$ cat config.mk
export PLATFORM = sky130hd
export DESIGN_NAME = piso_sched
export DESIGN_NICKNAME = d
export VERILOG_FILES = /design/src/rtl/piso_sched.sv
export SDC_FILE = /design/constraint.sdc
export NUM_CORES = 1
export LEC_CHECK = 0
export ABC_AREA = 0
export BUFFER_PORTS_ARGS = -buffer_cell sky130_fd_sc_hd__clkbuf_2
export CAP_MARGIN = 25
export CORE_MARGIN = 4
export CORE_UTILIZATION = 45
export CTS_CLUSTER_SIZE = 8
export DETAILED_ROUTE_END_ITERATION = 6
export GPL_TIMING_DRIVEN = 0
export PLACE_DENSITY_LB_ADDON = 0.08
export SYNTH_ARGS = -nofsm -noshare
export SYNTH_HDL_FRONTEND = slang
export SYNTH_SLANG_ARGS = --single-unit
$ cat constraint.sdc
create_clock -name clk -period 2.1 [get_ports clk]
set_input_delay 0.42 -clock clk [delete_from_list [all_inputs] [get_ports clk]]
set_output_delay 0.42 -clock clk [all_outputs]
set_load 0.005 [all_outputs]
$ cat src/rtl/piso_sched.sv
// piso_sched: round-robin (PISO_SCHED_RR_EN) or fixed-priority scheduler that loads and shifts one word at a time into a PISO register
module piso_sched #(
  parameter int M   = 8,
  parameter int N   = 4,
  parameter int DIV = 1
) (
  input  logic                   clk,
  input  logic                   reset,
  input  logic [N-1:0]           req_valid,
  input  logic [N*M-1:0]         req_data,
  output logic [N-1:0]           req_ready,
  output logic [M-1:0]           sr_bus,
  output logic                   sr_set,
  output logic                   sr_shift,
  output logic [$clog2(N)-1:0]   grant_id,
  output logic                   busy,
  output logic                   frame_done
);
  localparam int GW = $clog2(N);
  localparam int BW = $clog2(M + 1);
  localparam int DW = (DIV > 1) ? $clog2(DIV) : 1;
  typedef enum logic [1:0] {IDLE, LOAD, SHIFT, DONE} state_t;
  state_t          state_q, state_d;
  logic [DW-1:0]   div_q, div_d;
  logic [BW-1:0]   bit_q, bit_d;
  logic [M-1:0]    bus_q, bus_d;
  logic [GW-1:0]   gid_q, gid_d;
  logic [GW-1:0]   ptr, win, idx;
  logic            xfer;
`ifdef PISO_SCHED_RR_EN
  logic [GW-1:0]   rr_q, rr_d;
  assign ptr  = rr_q;
  assign rr_d = xfer ? GW'((int'(win) + 1) % N) : rr_q;
  // round-robin pointer advances past each winner
  always_ff @(posedge clk or negedge reset)
    if (!reset) rr_q <= '0;
    else        rr_q <= rr_d;
`else
  assign ptr = '0;
`endif
  // first asserted request at or after ptr, searched downward so the nearest one wins
  always_comb begin
    win = '0;
    idx = '0;
    for (int k = N - 1; k >= 0; k--) begin
      idx = GW'((int'(ptr) + k) % N);
      if (req_valid[idx]) win = idx;
    end
  end
  assign xfer       = (state_q == IDLE) && (|req_valid);
  assign req_ready  = (xfer && reset) ? (N'(1) << win) : '0;
  assign sr_bus     = bus_q;
  assign grant_id   = gid_q;
  assign sr_set     = state_q == LOAD;
  assign sr_shift   = (state_q == SHIFT) && (div_q == DW'(DIV - 1));
  assign busy       = state_q != IDLE;
  assign frame_done = state_q == DONE;
  // frame sequencing: capture word, load strobe, M paced shifts, done pulse
  always_comb begin
    state_d = state_q;
    div_d   = div_q;
    bit_d   = bit_q;
    bus_d   = bus_q;
    gid_d   = gid_q;
    case (state_q)
      IDLE: if (xfer) begin
        bus_d   = req_data[int'(win)*M +: M];
        gid_d   = win;
        state_d = LOAD;
      end
      LOAD: begin
        div_d   = '0;
        bit_d   = '0;
        state_d = SHIFT;
      end
      SHIFT: if (sr_shift) begin
        div_d   = '0;
        bit_d   = bit_q + 1'b1;
        state_d = (bit_q == BW'(M - 1)) ? DONE : SHIFT;
      end else begin
        div_d   = div_q + 1'b1;
      end
      default: state_d = IDLE;
    endcase
  end
  // state and datapath registers; reset aborts any frame in flight
  always_ff @(posedge clk or negedge reset)
    if (!reset) begin
      state_q <= IDLE;
      div_q   <= '0;
      bit_q   <= '0;
      bus_q   <= '0;
      gid_q   <= '0;
    end else begin
      state_q <= state_d;
      div_q   <= div_d;
      bit_q   <= bit_d;
      bus_q   <= bus_d;
      gid_q   <= gid_d;
    end
endmodule
---- After elaboration in Yosys (flattened, before gate mapping) ----
Index checks and enable logic that the tools add are counted.
storage, ports and cells
  register bits ........................... 17
  input bits .............................. 38
  word-level logic and storage cells ...... 39
cells by class
  add/subtract/negate cells ............... 2
  equal/unequal tests ..................... 6
  shift operators ......................... 2
  mux-type cells .......................... 13
  bitwise operators ....................... 1
  reduce and logical (&&, ||, !) cells .... 10
operators with widths
  operator                                                                number
  32-bit by 6-bit indexed part select with 8-bit output                   1
  2-bit two-way mux                                                       6
  4-bit two-way mux                                                       2
  4-bit case mux with 2 select lines                                      1
  2-bit case mux with 3 select lines                                      1
  2-bit AND reduction                                                     3
  4-bit by 1-bit adder with 4-bit output (second input constant)          1
  2-bit equality test (second input constant)                             2
  4-bit by 3-bit equality test with 1-bit output (second input constant)  1
  2-bit inequality test (second input constant)                           2
  2-bit nonzero test                                                      2
  4-bit OR reduction                                                      1
  1-bit by 2-bit left shift with 4-bit output (first input constant)      1
  1-bit logical AND                                                       3
  2-bit by 1-bit equality test with 1-bit output (second input constant)  1
  2-bit zero test                                                         1
  1-bit two-way mux                                                       2
  1-bit case mux with 2 select lines                                      1
  1-bit adder (second input constant)                                     1
  1-bit inverter                                                          1

---- Depth between registers and ports, before layout ----
  depth in word-level cells ............... 6
  mapped depth ............................ 7

---- Worst setup path before layout ----
No wires, ideal clock.
  kind .................................... input-to-output
  start point ............................. input req_valid[0]
  end point ............................... output req_ready[3]
  data arrival time ....................... 1.167 ns
  data required time ...................... 1.680 ns
  setup slack ............................. 0.513 ns
  stages on the path ...................... 3
  buffers on the path ..................... 1
  cells stage by stage .................... buf_6 > nor4b_4 > and3_1
between the ends
  longest elaborated chain between the ends .. 4
  elaborated cells between the ends (all ways) .. 6
  classes of those cells .................. shift (1); mux (2); reduce/logical (3)
RTL lines
  element              line  text
  start: declaration   9     input logic [N-1:0] req_valid,
  4-bit OR reduction   50    assign xfer = (state_q == IDLE) && (|req_valid);
  1-bit logical AND    50
  1-bit logical AND    51    assign req_ready = (xfer && reset) ? (N'(1) << win) : '0;
  4-bit two-way mux *  51
  end: declaration     11    output logic [N-1:0] req_ready,
Every way passes the cells marked *; elsewhere a longest branch is shown, timed or not.

---- Worst setup path in the final report ----
  start point ............................. register state_q[0]
  end point ............................... output busy
between the ends
  longest elaborated chain between the ends .. 1
RTL lines
  element                   line  text
  start: declaration        23    state_t state_q, state_d;
  start signal: assignment  95    state_q <= state_d;
  2-bit nonzero test        56    assign busy = state_q != IDLE;
  end: declaration          16    output logic busy,
No other way between the ends.

==> metrics.md <==
| Metric | Value |
|---|---|
| Outcome | `finished clean` |
| Clock edge transition at the registers on the reported setup and hold paths | `~0.11 ns` |
| Average wire per cell in the routed design | `15.6 um` |
| Delay-heaviest family, CP | `buffers and inverters` |
| CTS tree | `yes` |
| First-iteration detailed-routing DRC count | `52` |
| Classification of the worst setup path | `register to output port` |
| Critical path fanouts, max | `10` |
| Post-layout total power | `1570 uW` |
| Largest vdd supply drop | `797 uV` |
| Largest stage delay on the critical path | `approximately 0.44 ns` |
| Overflow left after global routing | `0` |
| Static power due to leakage | `0.000741 uW` |
| Die ar. | `3320 um^2` |
| Total clock sinks | `17` |
| Pwr per Cell Area | `roughly 1100 nW/um^2` |
| Clock buffers created by TritonCTS | `3` |
| Maximum number of pins on one net before global-route repair | `22` |
| Layout Nets | `roughly 220` |
| Gate count after technology mapping | `between 100 and 150` |
| Placeable core region | `2280 um^2` |
| Sequential share of the synthesized area | `38.3%` |
| Die width | `57.7 um` |
| Gp weighted congestion | `around 0.8` |
| CP endpoint kind | `output port` |
| PortBufs | `between 50 and 60` |
| Startpoint Class | `register` |
| HPWL after DPL | `2350 um` |
| Synthesized area | `1110 um^2` |
| Placed cell area | `about 1400 um^2` |
| Later-pin clock latency in the skew report | `about 0.3 ns` |
| Shortest clock period the worst path allows after layout | `1.98 ns` |
| Count of antenna diodes in the layout | `0` |
| Post-synth net total | `roughly 160` |
| Maximum capacitance violations | `0` |
| Crit-path slowest cell | `sky130_fd_sc_hd__dfrtp_1` |
| Overall track demand over capacity in global routing | `18.2%` |
| Commonest non-fill, non-tap cells in the layout | `sky130_fd_sc_hd__clkbuf_2 (54), sky130_fd_sc_hd__dfrtp_1 (17), sky130_fd_sc_hd__nor2_1 (15)` |
| Flip-flop and latch count after synthesis | `17` |
| Worst hold slack | `0.0662 ns` |
| Setup violations, final | `0` |
| Placed Cells incl. Taps | `195` |
| Average cell area after synthesis | `between 9 and 10 um^2` |
| Height of the chip | `57.7 um` |
| Htree depth | `1` |
| First-pass GRT wire length | `4840 um` |
| Via density | `5.70` |
| Vias after detailed routing | `1135` |
| EDFF count, synth | `0` |
| Post-route cell area | `1440 um^2` |
| Most common cell after layout, fill and taps aside | `sky130_fd_sc_hd__clkbuf_2` |
| Fraction of final layout cells sized beyond drive strength 1 | `41.5%` |
| Total of cells resized after clock tree synthesis | `0` |
| # rows | `17` |
| Vias in the first global route | `1051` |
| Boundary pin count | `56` |
| Clock skew after layout | `0.00160 ns` |
| Count of pins over their slew limit | `0` |
| Antenna viol nets, final | `0` |
| Synth unique cells | `33` |
| Hold_buf cts | `0` |
| Slew headroom | `between 60 and 70%` |
| Root buf cell | `sky130_fd_sc_hd__clkbuf_4` |
| Critical path depth in cells | `5` |
| CP required | `roughly 1.7 ns` |
| Initial antenna violation count | `0` |
| Top FF cell, synth | `sky130_fd_sc_hd__dfrtp_1` |
| Final cycle utilization of the critical path | `94.4%` |
| Number of DRC violations after detailed routing | `0` |
| Proportion of synthesized flip-flops having asynchronous set or reset | `between 90% and 100%` |
| Post-CTS setup buffers | `0` |
| CP Data Arrival Time | `around 1.6 ns` |
| Non-Filler Instances | `199` |
| Number of warning messages in the yosys log | `0` |
| Critical path buffer and inverter count | `4` |
| Number of hold violations in the final report | `0` |
| RSZ-0062 raised after global routing | `false` |
| Worst-case clock buffer depth | `2` |
| Relative area change from synthesis to final layout | `29.9%` |
| Setup_tns | `0 ns` |
| Actual transition at the worst max-transition pin | `0.516 ns` |
| Ordered cell list for the critical path | `inv_1 > ha_1 > buf_2 > clkinvlp_4 > clkbuf_2` |
| DR pass1 iterations | `4` |
| Drt total wl | `3100 um` |
| Worst-case reg-to-reg path depth | `5` |
| Effective utilization at floorplan | `around half` |
| Worst min-delay path category | `input pin to async pin` |
| Highest clock rate | `between 500 and 600 MHz` |
==> cell usage after synthesis, drive strengths merged, types with 2 or more instances <==
cell	instances	area, um^2
a21o	5	37.5
a21oi	7	35.0
a221oi	5	43.8
a222oi	3	30.0
a31oi	6	37.5
a32o	2	20.0
and3	4	25.0
buf	6	38.8
dfrtp	17	425
ha	6	75.1
inv	6	22.5
mux2	2	22.5
nor2	15	56.3
nor2b	4	25.0
nor4b	4	50.1
o21ai	2	10.0
o22ai	7	43.8
==> final timing paths <==
path,start,end,slack [ns]
max in group asynchronous,reset,grant_id[1],1.70
hold reg to reg,grant_id[1],grant_id[1],0.52
hold / removal,reset,sr_bus[5],0.07
setup / recovery,state_q[0],busy,0.12
min in group clk,req_data[27],sr_bus[3],0.42
setup reg to reg,state_q[0],state_q[0],0.46
==> registers in the layout, indices dropped and copies added (netlist names) <==
signal / cells
bit_q: 4
state_q: 2
grant_id: 2
sr_bus: 8
div_q: 1
==> through the flow <==
stage,util (%),worst slack (ns)
3_5_place_dp,62.0,0.239
6_report,63.3,0.119
2_1_floorplan,-,0.513
5_1_grt,63.3,0.00489
4_1_cts,63.2,0.0362
3_3_place_gp,62.0,0.251
==> area by class of cell <==
class	instances	area (um^2)
multi-input combinational	83	614
clock inverter	1	5.00
fill	205	835
tap	28	35.0
buffer	7	43.8
clock buffer	3	22.5
sequential	17	425
inverter	7	30.0
timing repair buffer	53	265
==> logic make-up (layout without fill, tap and decap cells) <==
logic type | count (synthesis) | count (layout) | synth area share [%]
compound gates | 42 | 42 | 27.5
simple gates | 32 | 32 | 18.1
flops | 17 | 17 | 38.3
buf+inv | 14 | 71 | 6.31
fa+ha+maj | 6 | 6 | 6.76
mux | 3 | 3 | 2.93
==> per-layer routing <==
metal	global-route usage, %	up-vias	wire length, um
met3	2.90	4	240
li1	-	552	-
met4	4.97	0	23
met1	22.2	542	1220
met2	32.9	37	1620
met5	0	-	0
==> where the power goes <==
| group | internal [uW] | switching [uW] | total, uW |
|---|---|---|---|
| combinational | 380 | 448 | 828 |
| sequential | 464 | 93.9 | 558 |
| clock | 70.9 | 114 | 185 |
| total | 915 | 656 | 1570 |
Power figures use the tool's default switching activity.
